--- config.mk ---
export PLATFORM = sky130hd
export DESIGN_NAME = csi_rx_packet_decoder
export DESIGN_NICKNAME = d
export VERILOG_FILES = /design/src/rtl/csi_param_pkg.sv /design/src/rtl/csi_rx_crc16.sv /design/src/rtl/csi_rx_packet_decoder.sv
export SDC_FILE = /design/constraint.sdc
export NUM_CORES = 1
export LEC_CHECK = 0
export ABC_AREA = 0
export CAP_MARGIN = 20
export CORE_AREA = 5 5 160 162
export CTS_CLUSTER_DIAMETER = 150
export DETAILED_ROUTE_END_ITERATION = 6
export DIE_AREA = 0 0 165 167
export HOLD_SLACK_MARGIN = 0.02
export PLACE_DENSITY = 0.65
export SYNTH_ARGS = -nofsm -noshare
export SYNTH_HDL_FRONTEND = slang
export SYNTH_SLANG_ARGS = --single-unit
--- constraint.sdc ---
create_clock -name clk -period 8.5 [get_ports clk]
set_clock_uncertainty 0.2 [all_clocks]
set_input_delay 2.125 -clock clk [delete_from_list [all_inputs] [get_ports clk]]
set_output_delay 2.125 -clock clk [all_outputs]
set_load 0.02 [all_outputs]
--- src/rtl/csi_param_pkg.sv ---
// +-----------------------------------------------------------------------+
// | csi_param_pkg : shared FSM state type and CSI-2 constants for RX     |
// | Rev 1.0                                                               |
// +-----------------------------------------------------------------------+
`default_nettype none

package csi_param_pkg;

  typedef enum logic [2:0] {
    IDLE    = 3'd0,
    SYNC    = 3'd1,
    HDR     = 3'd2,
    PAYLOAD = 3'd3,
    CRC     = 3'd4,
    SKIP    = 3'd5
  } state_e;

  localparam logic [5:0]  c_DT_FS         = 6'h00;
  localparam logic [5:0]  c_DT_FE         = 6'h01;
  localparam logic [5:0]  c_DT_RAW14      = 6'h2D;
  localparam logic [7:0]  c_SYNC_BYTE     = 8'hB8;
  localparam logic [15:0] c_CRC_INIT      = 16'hFFFF;
  localparam logic [15:0] c_CRC_POLY_REFL = 16'h8408;

  // A RAW14 line must hold a whole, non-empty number of 7-byte groups.
  function automatic logic raw14_wc_ok(input logic [15:0] wc);
    return (wc != 16'd0) && ((wc % 16'd7) == 16'd0);
  endfunction

endpackage

`default_nettype wire

--- src/rtl/csi_rx_crc16.sv ---
// +-----------------------------------------------------------------------+
// | csi_rx_crc16 : byte-wide reflected CRC-16 (x^16+x^12+x^5+1)          |
// | Rev 1.0                                                               |
// +-----------------------------------------------------------------------+
`default_nettype none

module csi_rx_crc16
  import csi_param_pkg::*;
(
  input  logic        clk,
  input  logic        rst,
  input  logic        clr_i,
  input  logic        en_i,
  input  logic [7:0]  data_i,
  output logic [15:0] crc_o
);

  logic [15:0] crc_q;

  function automatic logic [15:0] crc_byte(input logic [15:0] c, input logic [7:0] d);
    logic [15:0] r;
    r = c;
    for (int i = 0; i < 8; i++) begin
      if (r[0] ^ d[i]) r = (r >> 1) ^ c_CRC_POLY_REFL;
      else             r = r >> 1;
    end
    return r;
  endfunction

  always_ff @(posedge clk or posedge rst) begin
    if (rst)        crc_q <= c_CRC_INIT;
    else if (clr_i) crc_q <= c_CRC_INIT;
    else if (en_i)  crc_q <= crc_byte(crc_q, data_i);
  end

  assign crc_o = crc_q;

endmodule

`default_nettype wire

--- src/rtl/csi_rx_packet_decoder.sv ---
// +-----------------------------------------------------------------------+
// | csi_rx_packet_decoder : CSI-2 RX header/RAW14 payload decoder        |
// | Optional: CSI_RX_CRC_CHECK_EN enables the payload CRC-16 check        |
// | Rev 1.0                                                               |
// +-----------------------------------------------------------------------+
`default_nettype none

module csi_rx_packet_decoder
  import csi_param_pkg::*;
#(
  parameter logic [1:0] VC      = 2'h0,
  parameter logic [7:0] EXP_ECC = 8'hCC
) (
  input  logic        clk,
  input  logic        rst,
  input  logic        rx_hs_active,
  input  logic        rx_valid,
  input  logic [7:0]  rx_byte,
  output logic        pix_valid,
  output logic [13:0] pix_data,
  output logic        line_start,
  output logic        line_end,
  output logic        frame_start,
  output logic        frame_end,
  output logic [15:0] frame_num,
  output logic [5:0]  err
);

  state_e            state_q, state_d;
  logic              hs_prev_q;
  logic [1:0]        hdr_cnt_q, hdr_cnt_d;
  logic [7:0]        dt_q, dt_d;
  logic [7:0]        wc_lo_q, wc_lo_d;
  logic [15:0]       wc_cnt_q, wc_cnt_d;
  logic [2:0]        grp_cnt_q, grp_cnt_d;
  logic [5:0][7:0]   grp_q, grp_d;
  logic [3:0][13:0]  hold_q, hold_d;
  logic [2:0]        hold_cnt_q, hold_cnt_d;
  logic              hold_first_q, hold_first_d;
  logic              hold_last_q, hold_last_d;
  logic              first_grp_q, first_grp_d;
  logic              frame_start_q, frame_start_d;
  logic              frame_end_q, frame_end_d;
  logic [15:0]       frame_num_q, frame_num_d;
  logic [5:0]        err_q, err_d;

`ifdef CSI_RX_CRC_CHECK_EN
  logic              crc_clr, crc_en;
  logic [15:0]       crc_val;
  logic [7:0]        crc_lo_q, crc_lo_d;

  csi_rx_crc16 u_crc (
    .clk    (clk),
    .rst    (rst),
    .clr_i  (crc_clr),
    .en_i   (crc_en),
    .data_i (rx_byte),
    .crc_o  (crc_val)
  );

  always_ff @(posedge clk or posedge rst) begin
    if (rst) crc_lo_q <= 8'h00;
    else     crc_lo_q <= crc_lo_d;
  end
`endif

  always_ff @(posedge clk or posedge rst) begin
    if (rst) begin
      state_q       <= IDLE;
      // Treat reset as "already high" so a burst in flight at release is ignored.
      hs_prev_q     <= 1'b1;
      hdr_cnt_q     <= '0;
      dt_q          <= '0;
      wc_lo_q       <= '0;
      wc_cnt_q      <= '0;
      grp_cnt_q     <= '0;
      grp_q         <= '0;
      hold_q        <= '0;
      hold_cnt_q    <= '0;
      hold_first_q  <= 1'b0;
      hold_last_q   <= 1'b0;
      first_grp_q   <= 1'b0;
      frame_start_q <= 1'b0;
      frame_end_q   <= 1'b0;
      frame_num_q   <= '0;
      err_q         <= '0;
    end else begin
      state_q       <= state_d;
      hs_prev_q     <= rx_hs_active;
      hdr_cnt_q     <= hdr_cnt_d;
      dt_q          <= dt_d;
      wc_lo_q       <= wc_lo_d;
      wc_cnt_q      <= wc_cnt_d;
      grp_cnt_q     <= grp_cnt_d;
      grp_q         <= grp_d;
      hold_q        <= hold_d;
      hold_cnt_q    <= hold_cnt_d;
      hold_first_q  <= hold_first_d;
      hold_last_q   <= hold_last_d;
      first_grp_q   <= first_grp_d;
      frame_start_q <= frame_start_d;
      frame_end_q   <= frame_end_d;
      frame_num_q   <= frame_num_d;
      err_q         <= err_d;
    end
  end

  always_comb begin
    state_d       = state_q;
    hdr_cnt_d     = hdr_cnt_q;
    dt_d          = dt_q;
    wc_lo_d       = wc_lo_q;
    wc_cnt_d      = wc_cnt_q;
    grp_cnt_d     = grp_cnt_q;
    grp_d         = grp_q;
    hold_d        = hold_q;
    hold_cnt_d    = hold_cnt_q;
    hold_first_d  = hold_first_q;
    hold_last_d   = hold_last_q;
    first_grp_d   = first_grp_q;
    frame_start_d = 1'b0;
    frame_end_d   = 1'b0;
    frame_num_d   = frame_num_q;
    err_d         = '0;
`ifdef CSI_RX_CRC_CHECK_EN
    crc_clr       = 1'b0;
    crc_en        = 1'b0;
    crc_lo_d      = crc_lo_q;
`endif

    // Drain continues regardless of the burst state; a new group load below wins.
    if (hold_cnt_q != 3'd0) begin
      hold_cnt_d = hold_cnt_q - 3'd1;
      hold_d     = {14'd0, hold_q[3:1]};
    end

    if (!rx_hs_active) begin
      if (state_q inside {HDR, PAYLOAD, CRC}) err_d[4] = 1'b1;
      state_d   = IDLE;
      hdr_cnt_d = '0;
      wc_cnt_d  = '0;
      grp_cnt_d = '0;
    end else begin
      case (state_q)
        IDLE: if (!hs_prev_q) state_d = SYNC;
        SYNC: if (rx_valid) begin
          hdr_cnt_d = '0;
          if (rx_byte == c_SYNC_BYTE) state_d = HDR;
          else begin
            err_d[0] = 1'b1;
            state_d  = SKIP;
          end
        end
        HDR: if (rx_valid) begin
          hdr_cnt_d = hdr_cnt_q + 2'd1;
          case (hdr_cnt_q)
            2'd0: dt_d     = rx_byte;
            2'd1: wc_lo_d  = rx_byte;
            2'd2: wc_cnt_d = {rx_byte, wc_lo_q};
            default: begin
              wc_cnt_d = '0;
              state_d  = SKIP;
              if (rx_byte != EXP_ECC) err_d[1] = 1'b1;
              else if (dt_q[7:6] == VC) begin
                case (dt_q[5:0])
                  c_DT_FS: begin
                    frame_num_d   = wc_cnt_q;
                    frame_start_d = 1'b1;
                    state_d       = SYNC;
                  end
                  c_DT_FE: begin
                    frame_end_d = 1'b1;
                    state_d     = SYNC;
                  end
                  c_DT_RAW14: begin
                    if (raw14_wc_ok(wc_cnt_q)) begin
                      wc_cnt_d    = wc_cnt_q;
                      grp_cnt_d   = '0;
                      first_grp_d = 1'b1;
                      state_d     = PAYLOAD;
`ifdef CSI_RX_CRC_CHECK_EN
                      crc_clr     = 1'b1;
`endif
                    end else err_d[3] = 1'b1;
                  end
                  default: err_d[2] = 1'b1;
                endcase
              end
            end
          endcase
        end
        PAYLOAD: if (rx_valid) begin
`ifdef CSI_RX_CRC_CHECK_EN
          crc_en   = 1'b1;
`endif
          wc_cnt_d = wc_cnt_q - 16'd1;
          if (grp_cnt_q == 3'd6) begin
            grp_cnt_d    = '0;
            hold_d[0]    = {grp_q[0], grp_q[4][5:0]};
            hold_d[1]    = {grp_q[1], grp_q[5][3:0], grp_q[4][7:6]};
            hold_d[2]    = {grp_q[2], rx_byte[1:0], grp_q[5][7:4]};
            hold_d[3]    = {grp_q[3], rx_byte[7:2]};
            hold_cnt_d   = 3'd4;
            hold_first_d = first_grp_q;
            hold_last_d  = (wc_cnt_q == 16'd1);
            first_grp_d  = 1'b0;
          end else begin
            grp_d[grp_cnt_q] = rx_byte;
            grp_cnt_d        = grp_cnt_q + 3'd1;
          end
          if (wc_cnt_q == 16'd1) begin
            hdr_cnt_d = '0;
            state_d   = CRC;
          end
        end
        CRC: if (rx_valid) begin
          if (hdr_cnt_q == 2'd0) begin
            hdr_cnt_d = 2'd1;
`ifdef CSI_RX_CRC_CHECK_EN
            crc_lo_d  = rx_byte;
`endif
          end else begin
            hdr_cnt_d = '0;
            state_d   = SYNC;
`ifdef CSI_RX_CRC_CHECK_EN
            if ({rx_byte, crc_lo_q} != crc_val) err_d[5] = 1'b1;
`endif
          end
        end
        SKIP: state_d = SKIP;
        default: state_d = IDLE;
      endcase
    end
  end

  assign pix_valid   = (hold_cnt_q != 3'd0);
  assign pix_data    = pix_valid ? hold_q[0] : 14'd0;
  assign line_start  = pix_valid && hold_first_q && (hold_cnt_q == 3'd4);
  assign line_end    = pix_valid && hold_last_q && (hold_cnt_q == 3'd1);
  assign frame_start = frame_start_q;
  assign frame_end   = frame_end_q;
  assign frame_num   = frame_num_q;
  assign err         = err_q;

endmodule

`default_nettype wire

Yosys cells after proc, flatten, opt, wreduce, memory -nomap -nowiden
Cells that the tools add are included.
{"block": "op_classes", "addsub": 4, "div": 1, "n_lt_le_gt_ge": 2, "n_eq_ne": 39, "mux": 94, "bitwise": 3, "reduce_logical": 29}
{"op": "56-bit two-way mux", "n": 5}
{"op": "16-bit two-way mux", "n": 7}
{"op": "3-bit two-way mux", "n": 30}
{"op": "16-bit case mux with 2 select lines", "n": 2}
{"op": "48-bit bitwise mux", "n": 1}
{"op": "1-bit two-way mux", "n": 32}
{"op": "3-bit inequality test (second input constant)", "n": 9}
{"op": "8-bit demux with 3-bit select", "n": 1}
{"op": "3-bit case mux with 6 select lines", "n": 1}
{"op": "16-bit by 1-bit == test with 1-bit output (second input constant)", "n": 1}
{"op": "16-bit zero test", "n": 1}
{"op": "16-bit by 3-bit modulo with 16-bit output (second input constant)", "n": 1}
{"op": "2-bit two-way mux", "n": 8}
{"op": "4-bit AND reduction", "n": 4}
{"op": "8-bit AND reduction", "n": 2}
{"op": "16-bit nonzero test", "n": 1}
{"op": "16-bit by 1-bit subtractor with 16-bit output (second input constant)", "n": 1}
{"op": "14-bit two-way mux", "n": 1}
{"op": "3-bit == test (second input constant)", "n": 4}
{"op": "3-bit by 2-bit inequality test with 1-bit output (second input constant)", "n": 4}
{"op": "3-bit case mux with 2 select lines", "n": 2}
{"op": "10-bit AND reduction", "n": 1}
{"op": "8-bit == test (second input constant)", "n": 1}
{"op": "8-bit two-way mux", "n": 1}
{"op": "other kinds (32)", "n": 51}
{"block": "totals", "regBits": 174, "in_bits": 12, "out_inout_bits": 41, "wordCells": 197}

Longest topological paths before layout
Gate-level depths: netlist of the first run.
{"block": "logic_depth", "ltp_word": 11, "ltp_mapped": 29}

Worst setup path before layout of the first run
No wires, ideal clock.
{"block": "synth_timing", "path_kind": "reg-to-reg", "from": "register wc_cnt_q[14]", "to": "register wc_cnt_q[11]", "setup_time_ns": 0.123, "arrival_ns": 5.540, "required_time_ns": 8.177, "slack_ns": 2.637, "stages_incl_launch_ff": 28, "path_buffers": 3, "synth_period_minus_slack_ns": 5.863, "path_cell_list": "dfrtp_1 buf_6 o21ai_1 and3b_1 o41a_4 xnor2_4 a311oi_4 o31ai_2 a2111o_1 a32oi_1 and2_1 a2111oi_2 nor4_2 mux2i_1 o31a_1 nand2_1 ha_1 buf_2 a21oi_1 xnor2_1 ha_1 nor2_1 o311ai_0 a31oi_1 a21o_2 buf_6 a21oi_1 o221a_1"}
{"block": "synth_between", "elab_chain_len": 5}
{"element": "start: declaration", "line": "csi_rx_packet_decoder.sv:34", "text": "logic [15:0] wc_cnt_q, wc_cnt_d;"}
{"element": "start signal: assignment", "line": "csi_rx_packet_decoder.sv:93", "text": "wc_cnt_q <= wc_cnt_d;"}
{"element": "16-bit by 3-bit modulo with 16-bit output", "line": "csi_param_pkg.sv:27", "text": "return (wc != 16'd0) && ((wc % 16'd7) == 16'd0);"}
{"element": "16-bit zero test", "line": "csi_param_pkg.sv:27"}
{"element": "1-bit logical AND (*)", "line": "csi_param_pkg.sv:27"}
{"element": "7-bit by 6-bit inequality test with 1-bit output (no line) (*)"}
{"element": "5-bit AND reduction (no line) (*)"}
Mark *: on every way between the ends. The rest lies on a longest branch, timed or not.
A chain may end at the register's enable or synchronous reset.

Worst setup path after layout of the first run
{"block": "layout_timing", "from": "register wc_cnt_q[13]", "to": "register wc_cnt_q[2]"}
The elaborated chain is that of the path after synthesis.

==> metrics.txt, run 1 <==
# TYPE chip_impl_metric gauge
chip_impl_metric{name="post-route-drc-count",unit=""} 0
chip_impl_metric{name="yosysSeqAreaShare",unit="%"} 43.1
chip_impl_metric{name="cp_data_required_time",unit="ns"} 8.63
chip_impl_metric{name="ios",unit=""} 53
chip_impl_metric{name="fp.dieArea",unit="um^2"} 27600
chip_impl_metric{name="die_x",unit="um"} 165
chip_impl_metric{name="wl_per_cell",unit="um"} 17.6
chip_impl_metric{name="clk_path_buf_depth",unit=""} 2
chip_impl_metric{name="floorplan.initialDensity",unit="%"} 42.2
chip_impl_metric{name="globalRouteTotalUtil",unit="%"} 18.0
chip_impl_metric{name="mappedNetlistNets",unit=""} 1072
chip_impl_metric{name="worstRegToRegCells",unit=""} 24
chip_impl_metric{name="cts-hold-fix-buffers",unit=""} 0
chip_impl_metric{name="slew_viol_final",unit=""} 0
chip_impl_metric{name="cts.sinks",unit=""} 174
chip_impl_metric{name="setup_viol_count_final",unit=""} 0
chip_impl_metric{name="dp_hpwl",unit="mm"} 16.0
chip_impl_metric{name="final_cell_count_no_fill",unit=""} 1387
chip_impl_metric{name="portBuffers",unit=""} 51
chip_impl_metric{name="drive_gt1_share",unit="%"} 15.6
chip_impl_metric{name="worst-slew-pin-transition",unit="ns"} 0.974
chip_impl_info{name="netlist.top_cell.by_area",value="sky130_fd_sc_hd__dfrtp_1"} 1
chip_impl_metric{name="antenna_left",unit=""} 0
chip_impl_metric{name="htreeDepth",unit=""} 4
chip_impl_metric{name="drt_pass1_iterations",unit=""} 6
chip_impl_info{name="crit_type",value="register to register"} 1
chip_impl_info{name="cell_chosen_for_the_clock_root",value="sky130_fd_sc_hd__clkbuf_16"} 1
chip_impl_metric{name="fmaxAchievable",unit="GHz"} 0.142
chip_impl_metric{name="maxSlewHeadroom",unit="%"} 35.0
chip_impl_metric{name="num_rows",unit=""} 57
chip_impl_metric{name="synthesis.area",unit="um^2"} 10100
chip_impl_info{name="rr_startpoint",value="wc_cnt_q[13]"} 1
chip_impl_metric{name="cts.repair_timing.setup_buffer_count",unit=""} 0
chip_impl_metric{name="grt_antenna_before_repair",unit=""} 0
chip_impl_metric{name="cts_made_buffers",unit=""} 17
chip_impl_metric{name="antennaDiodeCount",unit=""} 0
chip_impl_metric{name="final_nets",unit=""} 1075
chip_impl_info{name="run_status",value="finished, final reports clean"} 1
chip_impl_metric{name="ff2ff_setup_slack",unit="ns"} 1.47
chip_impl_metric{name="grt_remaining_overflow",unit=""} 0
chip_impl_metric{name="vias_in_the_first_global_route",unit=""} 7742
chip_impl_metric{name="synthDominantCellAreaShare",unit="%"} 42.8
chip_impl_metric{name="synth_enable_flop_cells",unit=""} 0
chip_impl_metric{name="power_leakage",unit="nW"} 4.80
chip_impl_metric{name="synthesis.instances",unit=""} 1047
chip_impl_metric{name="number_of_violations_of_the_max_capacitance_limit",unit=""} 0
chip_impl_metric{name="route.detailed.vias_per_inst",unit=""} 5.79
chip_impl_metric{name="placeableCoreArea",unit="um^2"} 24000
chip_impl_info{name="endpoint_of_the_most_critical_register_to_register_path",value="wc_cnt_q[2]"} 1
chip_impl_info{name="synth_ff_type",value="sky130_fd_sc_hd__dfrtp_1"} 1
chip_impl_metric{name="finalCritPeriodShare",unit="%"} 82.7
chip_impl_info{name="critPathLaunch",value="wc_cnt_q[13]"} 1
chip_impl_metric{name="place.gp.congestion",unit=""} 0.907
chip_impl_metric{name="ys_async_sr_fraction",unit="%"} 100
chip_impl_metric{name="cp_arrival",unit="ns"} 7.16
chip_impl_info{name="timing.critical_path.from_type",value="register"} 1
chip_impl_info{name="setup.worst_path.end_class",value="register"} 1
chip_impl_info{name="min_path_type",value="register to register"} 1
chip_impl_metric{name="placed_cells",unit=""} 1354
chip_impl_metric{name="worstSkewPairLatency",unit="ns"} 0.44
chip_impl_metric{name="final_period_minus_worst_setup_slack",unit="ns"} 7.03
chip_impl_metric{name="yosysUniqueCellTypes",unit=""} 102
chip_impl_metric{name="synth-warning-count",unit=""} 0
chip_impl_metric{name="finalHoldViolCount",unit=""} 0
chip_impl_info{name="setup.worst_path.end",value="wc_cnt_q[2]"} 1
chip_impl_metric{name="area_growth_synth_to_finish",unit="%"} 12.8
chip_impl_info{name="synth_top_cells_by_area",value="sky130_fd_sc_hd__dfrtp_1 (43%), sky130_fd_sc_hd__mux2_2 (9.1%), sky130_fd_sc_hd__nand2_1 (4.7%)"} 1
chip_impl_metric{name="pwr_density_cell",unit="nW/um^2"} 169
chip_impl_metric{name="routed-via-count",unit=""} 8035
chip_impl_metric{name="hold_ws",unit="ns"} 0.277
chip_impl_metric{name="synth_seq_cells",unit=""} 174
chip_impl_metric{name="floorplan.die.height",unit="um"} 167
chip_impl_metric{name="grt_first_pass_wirelength",unit="mm"} 41.0
chip_impl_metric{name="timing.critical_path.fanout_max",unit=""} 27
chip_impl_metric{name="avgSynthCellArea",unit="um^2"} 9.66
chip_impl_metric{name="finalSetupTns",unit="ns"} 0
chip_impl_metric{name="route.final.wire_length",unit="mm"} 24.4
chip_impl_metric{name="vdd_ir_drop_max",unit="uV"} 130
chip_impl_metric{name="cts-resized-gates",unit=""} 0
chip_impl_metric{name="first_iter_violations",unit=""} 794
chip_impl_info{name="cts_tree",value="done"} 1
chip_impl_metric{name="maximum_number_of_pins_on_one_net_before_global_route_repair",unit=""} 115
chip_impl_metric{name="clk_transition_reported_paths",unit="ns"} 0.07
chip_impl_info{name="rsz_0062_raised_after_global_routing",value="false"} 1
chip_impl_metric{name="nFillCells",unit=""} 2260
==> state kept, by name (all words and copies together) (netlist names) <==
signal and count:
hold_q 56, grp_q 48, frame_num 16, wc_cnt_q 16, dt_q 8, wc_lo_q 8, err 5, grp_cnt_q 3
hold_cnt_q 3, state_q 3, hdr_cnt_q 2, first_grp_q 1, frame_end 1, frame_start 1, hold_first_q 1, hold_last_q 1
hs_prev_q 1
==> worst min path at each step <==
stage / startpoint / end / slack, ns / cells after the start
global route: grp_q[30] / hold_q[54] / 0.30 / 2
detailed placement: grp_q[24] / hold_q[48] / 0.26 / 2
finish: grp_q[8] / hold_q[20] / 0.28 / 2
CTS: grp_q[42] / hold_q[18] / 0.28 / 2
floorplan: grp_q[32] / hold_q[0] / 0.24 / 2
global placement: grp_q[36] / hold_q[4] / 0.25 / 2
==> cells in the mapped netlist, types with 5 or more instances <==
cell type and n:
sky130_fd_sc_hd__a32o_1 7, sky130_fd_sc_hd__a221oi_1 5, sky130_fd_sc_hd__nor3_1 30, sky130_fd_sc_hd__buf_1 5
sky130_fd_sc_hd__inv_1 23, sky130_fd_sc_hd__or3_1 6, sky130_fd_sc_hd__nor2_1 56, sky130_fd_sc_hd__o21ai_1 16
sky130_fd_sc_hd__dfrtp_1 173, sky130_fd_sc_hd__buf_6 5, sky130_fd_sc_hd__buf_4 6, sky130_fd_sc_hd__a211oi_1 12
sky130_fd_sc_hd__o31ai_1 6, sky130_fd_sc_hd__nor2b_1 6, sky130_fd_sc_hd__o21ai_0 90, sky130_fd_sc_hd__a31oi_1 13
sky130_fd_sc_hd__clkbuf_1 53, sky130_fd_sc_hd__buf_2 8, sky130_fd_sc_hd__nand2_1 126, sky130_fd_sc_hd__a21oi_1 51
sky130_fd_sc_hd__ha_1 13, sky130_fd_sc_hd__mux2i_1 47, sky130_fd_sc_hd__and3_1 8, sky130_fd_sc_hd__nand3_1 28
sky130_fd_sc_hd__nor4_1 13, sky130_fd_sc_hd__o211ai_1 5, sky130_fd_sc_hd__and2_1 20, sky130_fd_sc_hd__mux2_2 82
sky130_fd_sc_hd__nand4_1 7
==> per-stage QoR <==
stage	area (um^2)	util (%)	power, mW	worst slack [ns]
after floorplan	10100	-	1.06	1.46
after global placement	10800	44.9	1.12	1.72
after detailed placement	10800	44.9	1.12	1.60
after CTS	11400	47.5	1.93	1.56
after global routing	11400	47.6	2.00	0.931
final	11400	47.6	1.92	1.47
==> metal layers <==
metal | routed length (um) | part of all wire (%) | track usage [%] | vias up
met2 | 11200 | 46 | 27.4 | 203
met1 | 11900 | 49 | 26.9 | 3956
li1 | - | - | - | 3848
met5 | 0 | 0 | 0 | -
met3 | 933 | 3.8 | 2.45 | 28
met4 | 323 | 1.3 | 5.14 | 0
==> worst max-delay path: stages (launching register included) <==
cell and delay (ns):
sky130_fd_sc_hd__dfrtp_1 0.90, sky130_fd_sc_hd__xor2_1 0.12, sky130_fd_sc_hd__and4_1 0.21, sky130_fd_sc_hd__or3_1 0.54
sky130_fd_sc_hd__a32oi_1 0.24, sky130_fd_sc_hd__nand4b_1 0.26, sky130_fd_sc_hd__nor3_1 0.33, sky130_fd_sc_hd__mux2i_1 0.26
sky130_fd_sc_hd__o2111ai_1 0.15, sky130_fd_sc_hd__a21oi_2 0.37, sky130_fd_sc_hd__a2111oi_2 0.17, sky130_fd_sc_hd__or4_4 0.48
sky130_fd_sc_hd__nor3_2 0.23, sky130_fd_sc_hd__a21oi_1 0.09, sky130_fd_sc_hd__nand2_1 0.11, sky130_fd_sc_hd__ha_1 0.32
sky130_fd_sc_hd__a21oi_1 0.13, sky130_fd_sc_hd__xnor2_1 0.14, sky130_fd_sc_hd__ha_1 0.29, sky130_fd_sc_hd__nor2_1 0.08
sky130_fd_sc_hd__o311ai_0 0.13, sky130_fd_sc_hd__a31oi_1 0.32, sky130_fd_sc_hd__a21o_2 0.37, sky130_fd_sc_hd__a21oi_2 0.16
sky130_fd_sc_hd__a221oi_1 0.32
==> cells in the final DEF (no fill, tap or decap), types with 8 or more instances in the layout <==
cell / instances
sky130_fd_sc_hd__inv_1: 22
sky130_fd_sc_hd__buf_4: 9
sky130_fd_sc_hd__a211oi_1: 12
sky130_fd_sc_hd__ha_1: 13
sky130_fd_sc_hd__and3_1: 8
sky130_fd_sc_hd__o21ai_1: 16
sky130_fd_sc_hd__clkbuf_16: 17
sky130_fd_sc_hd__nand3_1: 28
sky130_fd_sc_hd__nand2_1: 126
sky130_fd_sc_hd__and2_1: 20
sky130_fd_sc_hd__o21ai_0: 90
sky130_fd_sc_hd__a31oi_1: 13
sky130_fd_sc_hd__mux2i_1: 47
sky130_fd_sc_hd__a21oi_1: 51
sky130_fd_sc_hd__dfrtp_1: 173
sky130_fd_sc_hd__nor2_1: 55
sky130_fd_sc_hd__nor3_1: 30
sky130_fd_sc_hd__mux2_2: 82
sky130_fd_sc_hd__clkdlybuf4s50_1: 51
sky130_fd_sc_hd__nor4_1: 12
==> cells by family (layout without fill, tap and decap cells) <==
group / count (synthesis) / count (layout) / synth area share, %
AO/OA/AOI/OAI: 281 / 281 / 19.2
XOR/XNOR: 8 / 8 / 1.01
adder cells (fa/ha/maj): 13 / 13 / 1.61
buffers and inverters: 102 / 118 / 4.48
flip-flops: 174 / 174 / 43.1
multiplexers: 130 / 130 / 14.0
other: 1 / 1 / 0.0371
AND/OR/NAND/NOR: 338 / 338 / 16.6
==> power by group <==
part | internal, mW | switching (mW) | leakage (nW)
Sequential | 0.850 | 0.0348 | 2.39
Clock | 0.431 | 0.382 | 0.303
Combinational | 0.0865 | 0.139 | 2.10
==> cell type report <==
| class | count | area [um^2] | share of cell area [%] |
|---|---|---|---|
| clock buffers | 18 | 439 | 3.85 |
| clock inverters | 14 | 180 | 1.58 |
| inverters | 25 | 98.8 | 0.867 |
| multi-input cells | 771 | 5320 | 46.7 |
| flip-flops and latches | 174 | 4360 | 38.2 |
| well taps | 324 | 405 | 3.55 |
| repair buffers | 61 | 606 | 5.31 |
Power figures use the tool's default switching activity.
==> run 2: changes to the inputs <==
==> constraint.sdc (replaced) <==
create_clock -name clk -period 6.78 [get_ports clk]
set_clock_uncertainty 0.2 [all_clocks]
set_input_delay 1.695 -clock clk [delete_from_list [all_inputs] [get_ports clk]]
set_output_delay 1.695 -clock clk [all_outputs]
set_load 0.02 [all_outputs]
==> run 2 against run 1 <==
Compared with the run above:
- non-clock buffer count grew 15
- via count grew 1.4%
- final cell count grew 1.2%
- worst setup slack lost 1.2 ns
- highest routed layer unchanged
- final area grew 1.6%
- largest power group unchanged
- global-route usage is essentially flat
==> metrics.txt, run 2 (synthesis gave the netlist of run 1 again) <==
# TYPE chip_impl_metric gauge
chip_impl_info{name="run_status",value="finished, final reports clean"} 1
chip_impl_metric{name="finalHoldViolCount",unit=""} 0
chip_impl_info{name="setup.worst_path.end_class",value="register"} 1
chip_impl_metric{name="grt_antenna_before_repair",unit=""} 0
chip_impl_metric{name="cp_data_required_time",unit="ns"} 6.91
chip_impl_metric{name="cp_arrival",unit="ns"} 6.61
chip_impl_metric{name="globalRouteTotalUtil",unit="%"} 18.0
chip_impl_info{name="whs_endpoint",value="hold_q[28]"} 1
chip_impl_metric{name="timing.critical_path.fanout_max",unit=""} 12
chip_impl_metric{name="seq_power_share",unit="%"} 46.4
chip_impl_metric{name="grt_remaining_overflow",unit=""} 0
chip_impl_metric{name="min_delay_path_depth",unit=""} 2
chip_impl_metric{name="fp.dieArea",unit="um^2"} 27600
chip_impl_metric{name="final_cell_count_no_fill",unit=""} 1403
chip_impl_info{name="crit_slowest_cell",value="sky130_fd_sc_hd__dfrtp_2"} 1
chip_impl_info{name="crit_type",value="register to register"} 1
chip_impl_info{name="endpoint_of_the_most_critical_register_to_register_path",value="wc_cnt_q[14]"} 1
chip_impl_metric{name="ff2ff_setup_slack",unit="ns"} 0.30
chip_impl_info{name="layout_common_cells",value="sky130_fd_sc_hd__dfrtp_1 (168), sky130_fd_sc_hd__nand2_1 (126), sky130_fd_sc_hd__o21ai_0 (89)"} 1
chip_impl_metric{name="worstSkewPairLatency",unit="ns"} 0.44
chip_impl_metric{name="antennaDiodeCount",unit=""} 0
chip_impl_metric{name="post-route-drc-count",unit=""} 0
chip_impl_metric{name="number_of_violations_of_the_max_capacitance_limit",unit=""} 0
chip_impl_metric{name="place.gp.congestion",unit=""} 0.875
chip_impl_metric{name="antenna_left",unit=""} 0
chip_impl_metric{name="postLayoutCellArea",unit="um^2"} 11600
chip_impl_metric{name="worst-slew-pin-transition",unit="ns"} 0.960
chip_impl_metric{name="grt_first_pass_wirelength",unit="mm"} 40.8
chip_impl_info{name="cell_chosen_for_the_clock_root",value="sky130_fd_sc_hd__clkbuf_16"} 1
chip_impl_metric{name="finalSetupTns",unit="ns"} 0
chip_impl_metric{name="final_util",unit="%"} 48.4
chip_impl_metric{name="ios",unit=""} 53
chip_impl_metric{name="area_growth_synth_to_finish",unit="%"} 14.6
chip_impl_metric{name="power.clock.fraction",unit="%"} 41.8
chip_impl_metric{name="nFillCells",unit=""} 2280
chip_impl_metric{name="maximum_number_of_pins_on_one_net_before_global_route_repair",unit=""} 115
chip_impl_metric{name="drt_pass1_iterations",unit=""} 6
chip_impl_metric{name="clk_path_buf_depth",unit=""} 2
chip_impl_metric{name="setup_viol_count_final",unit=""} 0
chip_impl_metric{name="placeableCoreArea",unit="um^2"} 24000
chip_impl_info{name="top_regs",value="hold_q (56), grp_q (48)"} 1
chip_impl_metric{name="final_period_minus_worst_setup_slack",unit="ns"} 6.48
chip_impl_metric{name="cts.sinks",unit=""} 174
chip_impl_metric{name="place_worst_setup_slack",unit="ns"} 0.228
chip_impl_metric{name="cts_made_buffers",unit=""} 17
chip_impl_metric{name="setup_slack",unit="ns"} 0.304
chip_impl_info{name="critPathMostFrequentCell",value="sky130_fd_sc_hd__a21oi_1"} 1
chip_impl_info{name="worst_hold_startpoint",value="grp_q[44]"} 1
chip_impl_metric{name="floorplan.initialDensity",unit="%"} 42.2
chip_impl_metric{name="vias_in_the_first_global_route",unit=""} 7721
chip_impl_metric{name="internal_power",unit="mW"} 1.68
chip_impl_metric{name="htreeDepth",unit=""} 4
chip_impl_metric{name="slew_viol_final",unit=""} 0
chip_impl_metric{name="drive_gt1_share",unit="%"} 17.7
chip_impl_metric{name="finalCritPeriodShare",unit="%"} 95.5
chip_impl_info{name="largest-register",value="hold_q"} 1
chip_impl_metric{name="maxSlewHeadroom",unit="%"} 36.0
chip_impl_metric{name="placement.cell_area",unit="um^2"} 10900
chip_impl_metric{name="comb_power_share",unit="%"} 11.8
chip_impl_metric{name="worstRegToRegCells",unit=""} 25
chip_impl_info{name="layout_commonest_cell",value="sky130_fd_sc_hd__dfrtp_1"} 1
chip_impl_metric{name="largest_reg_flops",unit=""} 56
chip_impl_info{name="min_path_type",value="register to register"} 1
chip_impl_info{name="rr_startpoint",value="wc_cnt_q[13]"} 1
chip_impl_info{name="timing.critical_path.from_type",value="register"} 1
chip_impl_metric{name="route.final.wire_length",unit="mm"} 24.8
chip_impl_metric{name="fmaxAchievable",unit="GHz"} 0.154
chip_impl_metric{name="clk_transition_reported_paths",unit="ns"} 0.08
chip_impl_metric{name="placed_cells",unit=""} 1367
chip_impl_metric{name="num_rows",unit=""} 57
chip_impl_metric{name="portBuffers",unit=""} 51
chip_impl_metric{name="vdd_ir_drop_max",unit="uV"} 159
chip_impl_metric{name="route.detailed.vias_per_inst",unit=""} 5.81
chip_impl_info{name="cts_tree",value="done"} 1
chip_impl_metric{name="dp_hpwl",unit="mm"} 16.2
chip_impl_metric{name="critPathMaxStageDelay",unit="ns"} 0.50
chip_impl_metric{name="cts-hold-fix-buffers",unit=""} 0
chip_impl_metric{name="p_sw",unit="mW"} 0.713
chip_impl_metric{name="final_nets",unit=""} 1091
chip_impl_metric{name="routed-via-count",unit=""} 8149
chip_impl_metric{name="report.power.total",unit="mW"} 2.39
chip_impl_metric{name="wl_per_cell",unit="um"} 17.7
chip_impl_metric{name="swShare",unit="%"} 29.8
chip_impl_metric{name="hold_ws",unit="ns"} 0.274
chip_impl_metric{name="first_iter_violations",unit=""} 940
chip_impl_metric{name="power_leakage",unit="nW"} 4.87
chip_impl_metric{name="pwr_density_cell",unit="nW/um^2"} 206
chip_impl_metric{name="floorplan.die.height",unit="um"} 167
chip_impl_metric{name="die_x",unit="um"} 165
run 2: changes by cell type in the layout (fill, tap and decap cells not counted), moves of 2 or more:
cell / change
sky130_fd_sc_hd__buf_4: +15
sky130_fd_sc_hd__a31oi_1: -2
sky130_fd_sc_hd__inv_8: +2
sky130_fd_sc_hd__dfrtp_2: +5
sky130_fd_sc_hd__dfrtp_1: -5
run 2: cell type report:
| cell class | count | area, um^2 | area share, % |
|---|---|---|---|
| multi-input combinational | 772 | 5410 | 46.6 |
| sequential | 174 | 4360 | 37.6 |
| timing repair buffer | 76 | 711 | 6.13 |
| clock buffer | 17 | 425 | 3.67 |
| tap | 324 | 405 | 3.50 |
| clock inverter | 15 | 184 | 1.59 |
| inverter | 25 | 98.8 | 0.853 |
run 2: worst max-delay path by stage:
stage            startpoint            to  slack (ns)  cells past startpoint
2_1_floorplan           rst       dt_q[0]        0.17                      1
3_3_place_gp   wc_cnt_q[13]   wc_cnt_q[2]        0.36                     25
5_1_grt        wc_cnt_q[13]   wc_cnt_q[3]       -0.05                     25
6_report       wc_cnt_q[13]  wc_cnt_q[14]        0.30                     25
3_5_place_dp   wc_cnt_q[14]   wc_cnt_q[9]        0.23                     25
4_1_cts        wc_cnt_q[14]   wc_cnt_q[9]        0.19                     26
run 2: repair_timing:
item / CTS / global route
setup buffers: 0 / 3
endpoints found under the setup margin: 0 / 23
hold endpoints to repair: 0 / 0
gates resized for setup: 0 / 17
run 2: power groups by stage:
stage                     Clock [mW]  Sequential (mW)  Combinational (mW)
after floorplan                    0             1.10               0.228
after global placement             0             1.13               0.279
after detailed placement           0             1.13               0.283
after CTS                       1.02             1.11               0.284
after global routing            1.06             1.11               0.311
final                          0.998             1.11               0.281
run 2: worst max-delay path: cells and delay by family, from the launching register on:
family	cells	cell delay [ns]
AOI/OAI and AO/OA	15	3.31
adders and majority gates	1	0.29
buffers and inverters	3	0.56
DFF	1	0.50
and+or+nand+nor	6	1.51
run 2: routing by layer:
layer | routed length, um | part of all wire, % | track usage [%]
met5 | 0 | 0 | 0
met2 | 11600 | 47 | 27.8
met1 | 11800 | 48 | 26.5
met4 | 243 | 0.98 | 4.23
met3 | 1160 | 4.7 | 2.99
==> run 3: changes to the inputs <==
--- a/config.mk
+++ b/config.mk
@@ -11,8 +11,9 @@
 export CTS_CLUSTER_DIAMETER = 150
 export DETAILED_ROUTE_END_ITERATION = 6
 export DIE_AREA = 0 0 165 167
+export DONT_BUFFER_PORTS = 1
 export HOLD_SLACK_MARGIN = 0.02
-export PLACE_DENSITY = 0.65
+export PLACE_DENSITY = 0.62
 export SYNTH_ARGS = -nofsm -noshare
 export SYNTH_HDL_FRONTEND = slang
 export SYNTH_SLANG_ARGS = --single-unit
==> constraint.sdc (replaced) <==
create_clock -name clk -period 8.3 [get_ports clk]
set_clock_uncertainty 0.2 [all_clocks]
set_input_delay 2.075 -clock clk [delete_from_list [all_inputs] [get_ports clk]]
set_output_delay 2.075 -clock clk [all_outputs]
set_load 0.02 [all_outputs]
==> run 3 against run 2 <==
Compared with the run above:
- the flow now finishes with violations (design-rule violations)
- core utilization decreased by 3.0 points
- worst setup slack improved by 0.96 ns
- non-clock buffer count decreased by 67
- die area unchanged
- maximum frequency decreased by 8.0%
- first-iteration DRC count decreased by 35%
- count of clock-buffer cells in the layout unchanged
==> metrics.txt, run 3 (synthesis gave the netlist of run 1 again) <==
# TYPE chip_impl_metric gauge
chip_impl_metric{name="vias_in_the_first_global_route",unit=""} 7594
chip_impl_metric{name="combined_area_of_the_multi_input_logic_cells",unit="um^2"} 5320
chip_impl_metric{name="cts-resized-gates",unit=""} 0
chip_impl_metric{name="largest_reg_flops",unit=""} 56
chip_impl_metric{name="final_nets",unit=""} 1023
chip_impl_metric{name="portBuffers",unit=""} 0
chip_impl_metric{name="clk_path_buf_depth",unit=""} 2
chip_impl_metric{name="place.gp.congestion",unit=""} 0.848
chip_impl_metric{name="antenna_left",unit=""} 0
chip_impl_info{name="layout_commonest_cell",value="sky130_fd_sc_hd__dfrtp_1"} 1
chip_impl_metric{name="drive_gt1_share",unit="%"} 16.3
chip_impl_metric{name="grt_antenna_before_repair",unit=""} 0
chip_impl_metric{name="setup_viol_count_final",unit=""} 0
chip_impl_info{name="largest-register",value="hold_q"} 1
chip_impl_metric{name="cts.repair_timing.setup_buffer_count",unit=""} 0
chip_impl_metric{name="pwr_density_cell",unit="nW/um^2"} 177
chip_impl_metric{name="htreeDepth",unit=""} 4
chip_impl_info{name="failing_checks",value="design-rule violations"} 1
chip_impl_metric{name="cp_data_required_time",unit="ns"} 8.42
chip_impl_metric{name="wl_per_cell",unit="um"} 18.5
chip_impl_metric{name="placement.cell_area",unit="um^2"} 10200
chip_impl_metric{name="routed-via-count",unit=""} 7930
chip_impl_metric{name="nFillCells",unit=""} 2303
chip_impl_metric{name="route.detailed.vias_per_inst",unit=""} 5.94
chip_impl_metric{name="setup_slack",unit="ns"} 1.26
chip_impl_metric{name="fmaxAchievable",unit="GHz"} 0.142
chip_impl_metric{name="regArea",unit="um^2"} 4360
chip_impl_metric{name="post-route-drc-count",unit=""} 1
chip_impl_metric{name="num_rows",unit=""} 57
chip_impl_metric{name="ios",unit=""} 53
chip_impl_metric{name="grt_use_met3",unit="%"} 3.61
chip_impl_metric{name="cts.sinks",unit=""} 174
chip_impl_metric{name="finalSetupTns",unit="ns"} 0
chip_impl_metric{name="placeableCoreArea",unit="um^2"} 24000
chip_impl_info{name="busiest_layer_in_global_routing",value="met2"} 1
chip_impl_metric{name="worstSkewPairLatency",unit="ns"} 0.44
chip_impl_metric{name="timing.critical_path.fanout_max",unit=""} 23
chip_impl_metric{name="finalCritPeriodShare",unit="%"} 84.8
chip_impl_metric{name="place_worst_setup_slack",unit="ns"} 1.43
chip_impl_metric{name="vdd_ir_drop_max",unit="uV"} 143
chip_impl_metric{name="hold_ws",unit="ns"} 0.276
chip_impl_info{name="crit_type",value="register to register"} 1
chip_impl_metric{name="grt.met2_usage",unit="%"} 27.7
chip_impl_metric{name="area_growth_synth_to_finish",unit="%"} 7.58
chip_impl_info{name="min_path_type",value="register to register"} 1
chip_impl_metric{name="maximum_number_of_pins_on_one_net_before_global_route_repair",unit=""} 115
chip_impl_metric{name="antennaDiodeCount",unit=""} 0
chip_impl_metric{name="grtUsageMet1",unit="%"} 26.4
chip_impl_metric{name="cts-hold-fix-buffers",unit=""} 0
chip_impl_metric{name="globalRouteTotalUtil",unit="%"} 18.2
chip_impl_metric{name="slew_viol_final",unit=""} 0
chip_impl_info{name="cts_tree",value="done"} 1
chip_impl_metric{name="cp_arrival",unit="ns"} 7.16
chip_impl_metric{name="power_leakage",unit="nW"} 4.60
chip_impl_metric{name="dp_hpwl",unit="mm"} 16.3
chip_impl_metric{name="grt_first_pass_wirelength",unit="mm"} 40.9
chip_impl_metric{name="worst-slew-pin-transition",unit="ns"} 0.959
chip_impl_metric{name="drt_pass1_iterations",unit=""} 7
chip_impl_info{name="top_regs",value="hold_q (56), grp_q (48)"} 1
chip_impl_metric{name="route.final.wire_length",unit="mm"} 24.6
chip_impl_metric{name="fp.dieArea",unit="um^2"} 27600
chip_impl_metric{name="first_iter_violations",unit=""} 608
chip_impl_metric{name="grt_remaining_overflow",unit=""} 0
chip_impl_metric{name="maxSlewHeadroom",unit="%"} 36.1
chip_impl_info{name="cell_chosen_for_the_clock_root",value="sky130_fd_sc_hd__clkbuf_16"} 1
chip_impl_metric{name="finalHoldViolCount",unit=""} 0
chip_impl_metric{name="cts_made_buffers",unit=""} 17
chip_impl_metric{name="floorplan.die.height",unit="um"} 167
chip_impl_metric{name="number_of_violations_of_the_max_capacitance_limit",unit=""} 0
chip_impl_metric{name="die_x",unit="um"} 165
chip_impl_info{name="run_status",value="complete, but fails checks"} 1
chip_impl_info{name="layout_common_cells",value="sky130_fd_sc_hd__dfrtp_1 (173), sky130_fd_sc_hd__nand2_1 (126), sky130_fd_sc_hd__o21ai_0 (90)"} 1
chip_impl_metric{name="final_period_minus_worst_setup_slack",unit="ns"} 7.04
chip_impl_info{name="timing.critical_path.from_type",value="register"} 1
chip_impl_metric{name="clk_transition_reported_paths",unit="ns"} 0.08
chip_impl_metric{name="postLayoutCellArea",unit="um^2"} 10900
chip_impl_info{name="setup.worst_path.end_class",value="register"} 1
chip_impl_metric{name="floorplan.initialDensity",unit="%"} 42.2
chip_impl_info{name="rsz_0062_raised_after_global_routing",value="false"} 1
run 3: cell types whose count changed in the layout (fill, tap and decap cells not counted), moves of 2 or more:
| cell | before | now |
|---|---|---|
| sky130_fd_sc_hd__inv_8 | 6 | 4 |
| sky130_fd_sc_hd__clkdlybuf4s50_1 | 51 | 0 |
| sky130_fd_sc_hd__buf_4 | 24 | 8 |
| sky130_fd_sc_hd__dfrtp_1 | 168 | 173 |
| sky130_fd_sc_hd__a31oi_1 | 11 | 13 |
| sky130_fd_sc_hd__dfrtp_2 | 5 | 0 |
run 3: layer usage:
metal	wire, um	vias to the layer above
met2	11200	234
met4	393	0
met1	11600	3906
met5	0	-
li1	-	3756
met3	1440	34
run 3: final timing paths:
kind / start / endpoint / slack (ns) / cells past startpoint
max in group asynchronous: rst / hold_q[30] / 4.93 / 2
min in group asynchronous: rst / hold_q[36] / 1.49 / 1
max: wc_cnt_q[14] / wc_cnt_q[4] / 1.26 / 24
min: grp_q[26] / hold_q[50] / 0.28 / 2
max reg2reg: wc_cnt_q[14] / wc_cnt_q[4] / 1.26 / 24
min reg2reg: grp_q[26] / hold_q[50] / 0.28 / 2
run 3: area by class of cell:
cell class                 instances  area share [%]
clock buffer                      17            3.91
sequential                       174            40.0
clock inverter                    15            1.71
multi-input combinational        771            48.9
inverter                          25           0.908
timing repair buffer               9           0.805
tap                              324            3.73
run 3: power by group:
part | total (mW) | internal [mW] | switching (mW) | leakage [nW]
clock network | 0.817 | 0.412 | 0.405 | 0.297
registers | 0.909 | 0.871 | 0.0379 | 2.39
logic | 0.198 | 0.0748 | 0.123 | 1.91
run 3: worst max-delay path, stage by stage (launching register included):
cell                        delay (ns)
sky130_fd_sc_hd__dfrtp_1          0.83
sky130_fd_sc_hd__o21ai_1          0.14
sky130_fd_sc_hd__and4_1           0.23
sky130_fd_sc_hd__or3_1            0.54
sky130_fd_sc_hd__a32oi_1          0.25
sky130_fd_sc_hd__nand4b_1         0.25
sky130_fd_sc_hd__nor3_1           0.36
sky130_fd_sc_hd__mux2i_1          0.24
sky130_fd_sc_hd__o2111ai_1        0.15
sky130_fd_sc_hd__a21oi_2          0.37
sky130_fd_sc_hd__a2111oi_2        0.17
sky130_fd_sc_hd__or4_4            0.49
sky130_fd_sc_hd__nor3_2           0.23
sky130_fd_sc_hd__a21oi_1          0.08
sky130_fd_sc_hd__nand2_1          0.12
sky130_fd_sc_hd__ha_1             0.32
sky130_fd_sc_hd__a21oi_1          0.12
sky130_fd_sc_hd__xnor2_1          0.14
sky130_fd_sc_hd__ha_1             0.27
sky130_fd_sc_hd__nor2_1           0.09
sky130_fd_sc_hd__o311ai_0         0.14
sky130_fd_sc_hd__a31oi_1          0.32
sky130_fd_sc_hd__a21o_2           0.37
sky130_fd_sc_hd__a21oi_2          0.17
sky130_fd_sc_hd__a221oi_1         0.32
run 3: metrics by stage:
step | instances | power [mW] | utilization [%]
global placement | 1302 | 1.12 | 42.7
floorplan | 1047 | 1.09 | -
CTS | 1334 | 1.95 | 45.3
finish | 1335 | 1.92 | 45.4
global route | 1335 | 2.01 | 45.4
detailed placement | 1302 | 1.12 | 42.7
